File: src/rtl/imem_arbiter.sv
// Instruction-memory port arbiter.
// A boot loader owns the single memory port until it signals end-of-boot.
// After that, instruction fetch and the loader share the port round-robin,
// and a starvation guard keeps fetch from waiting too long behind the loader.
//
//   state | meaning
//   BOOT  | only loader writes are granted; fetch waits
//   RUN   | fetch and loader arbitrated round-robin with starve guard
module imem_arbiter #(
  parameter int IMEM_W     = 13,
  parameter int STARVE_MAX = 4
) (
  input  logic              i_clk,
  input  logic              i_rst_n,
  input  logic              i_f_req,
  input  logic [IMEM_W-1:0] i_f_addr,
  output logic              o_f_gnt,
  output logic              o_f_rvalid,
  output logic [31:0]       o_f_rdata,
  output logic              o_f_misalign,
  input  logic              i_l_req,
  input  logic [IMEM_W-1:0] i_l_addr,
  input  logic [31:0]       i_l_wdata,
  output logic              o_l_gnt,
  input  logic              i_l_done,
  output logic              o_boot,
  output logic [IMEM_W-2:0] o_load_cnt,
  output logic              o_m_en,
  output logic              o_m_we,
  output logic [IMEM_W-3:0] o_m_addr,
  output logic [31:0]       o_m_wdata,
  input  logic [31:0]       i_m_rdata
);

  localparam int SW = $clog2(STARVE_MAX + 1);

  typedef enum logic {ST_BOOT, ST_RUN} state_t;

  state_t            state_q, state_d;
  logic              last_l_q;
  logic [SW-1:0]     starve_q;
  logic              f_gnt, l_gnt;
  logic              rvalid_q;
  logic [31:0]       rdata_q;
  logic              misalign_q;
  logic [IMEM_W-2:0] load_cnt_q;
  logic              starved;
  logic              unused_l_lsb;

  // Loader writes are word-aligned by construction; its byte offset is dropped.
  assign unused_l_lsb = ^i_l_addr[1:0];

  assign starved = (starve_q >= SW'(STARVE_MAX));

  // State register.
  always_ff @(posedge i_clk or negedge i_rst_n) begin
    if (!i_rst_n) state_q <= ST_BOOT;
    else          state_q <= state_d;
  end

  // Next state and grants; grants are held off while reset is asserted.
  always_comb begin
    state_d = state_q;
    f_gnt   = 1'b0;
    l_gnt   = 1'b0;
    if (i_rst_n) begin
      case (state_q)
        ST_BOOT: begin
          l_gnt = i_l_req;
          if (i_l_done) state_d = ST_RUN;
        end
        ST_RUN: begin
          if (i_f_req && i_l_req) begin
            f_gnt = starved || last_l_q;
            l_gnt = !f_gnt;
          end else begin
            f_gnt = i_f_req;
            l_gnt = i_l_req;
          end
        end
        default: state_d = ST_BOOT;
      endcase
    end
  end

  // Round-robin pointer and starve counter; both only advance in RUN.
  always_ff @(posedge i_clk or negedge i_rst_n) begin
    if (!i_rst_n) begin
      last_l_q <= 1'b0;
      starve_q <= '0;
    end else if (state_q == ST_RUN) begin
      if (f_gnt)      last_l_q <= 1'b0;
      else if (l_gnt) last_l_q <= 1'b1;
      if (f_gnt || !i_f_req)      starve_q <= '0;
      else if (l_gnt && !starved) starve_q <= starve_q + 1'b1;
    end else begin
      starve_q <= '0;
    end
  end

  // Fetch read return: valid one cycle after grant, data held between reads.
  always_ff @(posedge i_clk or negedge i_rst_n) begin
    if (!i_rst_n) begin
      rvalid_q <= 1'b0;
      rdata_q  <= '0;
    end else begin
      rvalid_q <= f_gnt;
      if (rvalid_q) rdata_q <= i_m_rdata;
    end
  end

  // Sticky misalign flag and saturating loader word count.
  always_ff @(posedge i_clk or negedge i_rst_n) begin
    if (!i_rst_n) begin
      misalign_q <= 1'b0;
      load_cnt_q <= '0;
    end else begin
      if (f_gnt && (i_f_addr[1:0] != 2'b00)) misalign_q <= 1'b1;
      if (l_gnt && !(&load_cnt_q))           load_cnt_q <= load_cnt_q + 1'b1;
    end
  end

  assign o_f_gnt      = f_gnt;
  assign o_l_gnt      = l_gnt;
  assign o_f_rvalid   = rvalid_q;
  assign o_f_rdata    = rvalid_q ? i_m_rdata : rdata_q;
  assign o_f_misalign = misalign_q;
  assign o_load_cnt   = load_cnt_q;
  assign o_boot       = (state_q == ST_BOOT);
  assign o_m_en       = f_gnt | l_gnt;
  assign o_m_we       = l_gnt;
  assign o_m_addr     = l_gnt ? i_l_addr[IMEM_W-1:2] : i_f_addr[IMEM_W-1:2];
  assign o_m_wdata    = i_l_wdata;

endmodule

File: config.mk
export PLATFORM = sky130hd
export DESIGN_NAME = imem_arbiter
export DESIGN_NICKNAME = d
export VERILOG_FILES = /design/src/rtl/imem_arbiter.sv
export SDC_FILE = /design/constraint.sdc
export NUM_CORES = 1
export LEC_CHECK = 0
export ABC_AREA = 1
export ABC_CLOCK_PERIOD_IN_PS = 2750
export BUFFER_PORTS_ARGS = -buffer_cell sky130_fd_sc_hd__buf_2
export CAP_MARGIN = 20
export CORE_MARGIN = 2
export CORE_UTILIZATION = 45
export DETAILED_ROUTE_END_ITERATION = 7
export PLACE_DENSITY = 0.87
export SLEW_MARGIN = 15
export SYNTH_ARGS = -nofsm -noshare
export SYNTH_HDL_FRONTEND = slang
export SYNTH_SLANG_ARGS = --single-unit
File: constraint.sdc
create_clock -name i_clk -period 2.75 [get_ports i_clk]
set_clock_uncertainty 0.1 [all_clocks]
set_input_delay 0.4125 -clock i_clk [delete_from_list [all_inputs] [get_ports i_clk]]
set_output_delay 0.4125 -clock i_clk [all_outputs]
set_load 0.005 [all_outputs]
==> run_results.csv <==
group,metric,value,unit
run_status,outcome,"complete, no violations",
synthesis,synth-edff-count,0,
route,via_count,2097,
power_and_ir_drop,share_comb_of_total_power,26.9,%
synthesis,seq_area_frac_synth,47.4,%
timing,slew_viol_final,0,
die,start_util,46.0,%
power_and_ir_drop,p_per_area,627,mW/mm^2
hold_path,hold_class,"in2async",
place,gp_congestion,0.796,
synthesis,yosysWarnings,0,
timing,period_minus_slack,2050,ps
place,placed_area,0.00312,mm^2
die,dieHeight,81.4,um
clock_tree,cts.repair.resized,0,
power_and_ir_drop,power.leakage,1.69,nW
critical_path,crit_required,2240,ps
synthesis,ys.flop_type,"dfrtp_1",
flow_run,drv_cap,0,
timing,max_freq,487,MHz
clock_tree,clk_pin_slew,90,ps
timing,slew_headroom,57.8,%
critical_path,worst_r2r_startpoint,"o_load_cnt[0]",
clock_tree,postCtsSetupRepairBufs,0,
layout,fin_nets,469,
layout,fin_cells,447,
die,pin_count,189,
synthesis,synth-async-reset-ratio,100,%
timing,worst_slack,697,ps
die,core,0.00585,mm^2
clock_tree,clock-sinks,51,
grt,track_usage,15.9,%
timing,setup_viol,0,
grt,grt_pass1_wl,8.29,mm
synthesis,synth_top_area_cell,"dfrtp_1",
clock_tree,cts_tree,"done",
power_and_ir_drop,max-vdd-ir-drop,0.000252,V
route,drt_iter0_drc,39,
timing,final_hold_viol_count,0,
synthesis,syn_area_per_cell,9.62,um^2
timing,rsz0062_at_grt,"false",
critical_path,critPathLaunchType,"flip-flop",
critical_path,reg2reg_depth,8,
synthesis,syn_inst,280,
synthesis,ys_top_cells_by_area,"dfrtp_1, mux2_2, nand2_1",
power_and_ir_drop,p_int,1.45,mW
layout,register_area,0.00128,mm^2
die,core.rowCount,28,
synthesis,synth.distinct_cells,29,
layout,nFillCells,527,
clock_tree,root_buffer,"clkbuf_8",
critical_path,rrSetupSlack,1040,ps
synthesis,synth_top_area_share,47.4,%
timing,fin_crit_sh,74.7,%
die,dieArea,0.00662,mm^2
die,die_w,81.4,um
clock_tree,h-tree-depth,2,
route,routedWlPerCell,11.9,um
power_and_ir_drop,pwr-share-seq,48.0,%
clock_tree,clockBufferDepth,2,
place,post-place-ws,883,ps
timing,worst_pin_slew,633,ps
route,drc_errors,0,
power_and_ir_drop,clkPwrFrac,25.1,%
grt,grt_overflow,0,
route,vias_per_cell,4.69,
layout,final_cell_area,0.00323,mm^2
place,dp_hpwl,4.13,mm
layout,final_core_util,55.2,%
grt,antenna_found_initial,0,
critical_path,rr_endpoint,"o_load_cnt[11]",
clock_tree,ctsHoldBuffers,0,
clock_tree,insertion_delay,300,ps
route,routed_wirelength,5.31,mm
synthesis,netlist_area,0.00269,mm^2
power_and_ir_drop,p_sw_share,28.6,%
layout,antennaDiodeCount,0,
route,ant_nets,0,
power_and_ir_drop,p_switching,579,uW
route,dr.pass1.iters,4,
timing,setup_tns,0,ps
synthesis,synth_nets,378,
clock_tree,numCtsBuffers,5,
critical_path,critical_path_class,"reg2out",
place,portBuffers,122,
layout,drive_gt1_share,48.4,%
layout,multiInputGateArea,0.00107,mm^2
synthesis,ys_ff_latch,51,
critical_path,crit_start,"state_q",
critical_path,cp-end-kind,"output port",
grt,grt_pass1_vias,1985,
layout,area_growth_syn_to_layout,19.9,%
critical_path,critPathArrivalTime,1540,ps
grt,grt_max_degree,53,
critical_path,cp_max_fo,13,
place,dp_cells,439,
-- cells in the final DEF, fill, tap and decap left out, types with 3 or more instances in the layout --
cell and n:
xor2_1 3, nor2_1 9, mux2_2 32, buf_2 122
nand4_1 4, nand2_2 3, ha_1 3, nand3_1 7
nand2_1 93, a21oi_1 3, dfrtp_1 51, inv_1 11
nor2_2 4, clkbuf_8 5
-- metrics by stage --
| step | total power, mW | hold slack (ps) |
|---|---|---|
| 2_1_floorplan | 1.32 | 16.9 |
| 3_3_place_gp | 1.51 | 357 |
| 3_5_place_dp | 1.54 | 364 |
| 4_1_cts | 2.06 | 196 |
| 5_1_grt | 2.17 | 236 |
| 6_report | 2.03 | 180 |
-- synth_stat cells (all sizes together), types with 2 or more instances --
library cell  instances
dfrtp                51
xor2                  3
inv                  12
nor2                 16
nand4                 4
buf                  39
nand3                 9
mux2                 32
a21oi                 3
ha                    3
nand3b                2
xnor2                 2
nand2                97
o21bai                2
-- state kept, by name (all words and copies together) (netlist names) --
register,cells
last_l_q,1
o_f_misalign,1
o_f_rvalid,1
o_load_cnt,12
rdata_q,32
starve_q,3
state_q,1
-- logic make-up (layout without fill, tap and decap cells) --
group	after synthesis	in the layout	share of synthesized area [%]
xor gates and xnor gates	5	5	1.63
buffers and inverters	53	145	12.8
and+or+nand+nor	129	129	21.6
muxes	32	32	13.4
adders and majority gates	3	3	1.39
DFF	51	51	47.4
AOI/OAI and AO/OA	7	7	1.86
-- area by class of cell --
class,count,share of cell area (%)
tap,75,2.91
timing repair buffer,124,19.4
sequential,51,39.5
inverter,13,1.51
clock inverter,3,1.36
clock buffer,5,2.13
multi-input combinational,176,33.2
-- routing by layer --
layer,up-vias,share of wire (%),global-route usage (%),routed length (um)
li1,1039,-,-,-
met3,16,7.8,3.22,415
met1,945,40,16.9,2110
met4,0,2.9,7.97,154
met5,-,0,0,0
met2,97,49,29.7,2620
-- how the worst max path moves through the flow --
stage,endpoint,slack [ps],cells past startpoint
5_1_grt,o_m_addr[6],490,5
6_report,o_m_addr[2],700,5
3_5_place_dp,o_m_addr[2],880,6
2_1_floorplan,o_f_rdata[10],1140,3
3_3_place_gp,o_m_addr[10],930,6
4_1_cts,o_m_addr[2],660,5
-- power by group through the flow --
stage / Combinational [mW] / Sequential [mW] / Clock, mW
finish: 0.546 / 0.972 / 0.508
global route: 0.617 / 0.987 / 0.562
CTS: 0.559 / 0.973 / 0.531
detailed placement: 0.556 / 0.987 / 0
global placement: 0.537 / 0.977 / 0
floorplan: 0.348 / 0.972 / 0
-- worst max-delay path: stages (launching register included) --
cell and delay, ps:
dfrtp_1 380, nand2_2 100, o21bai_2 460, nand2_1 110, nand2_1 90, buf_2 100
Power figures use the tool's default switching activity.
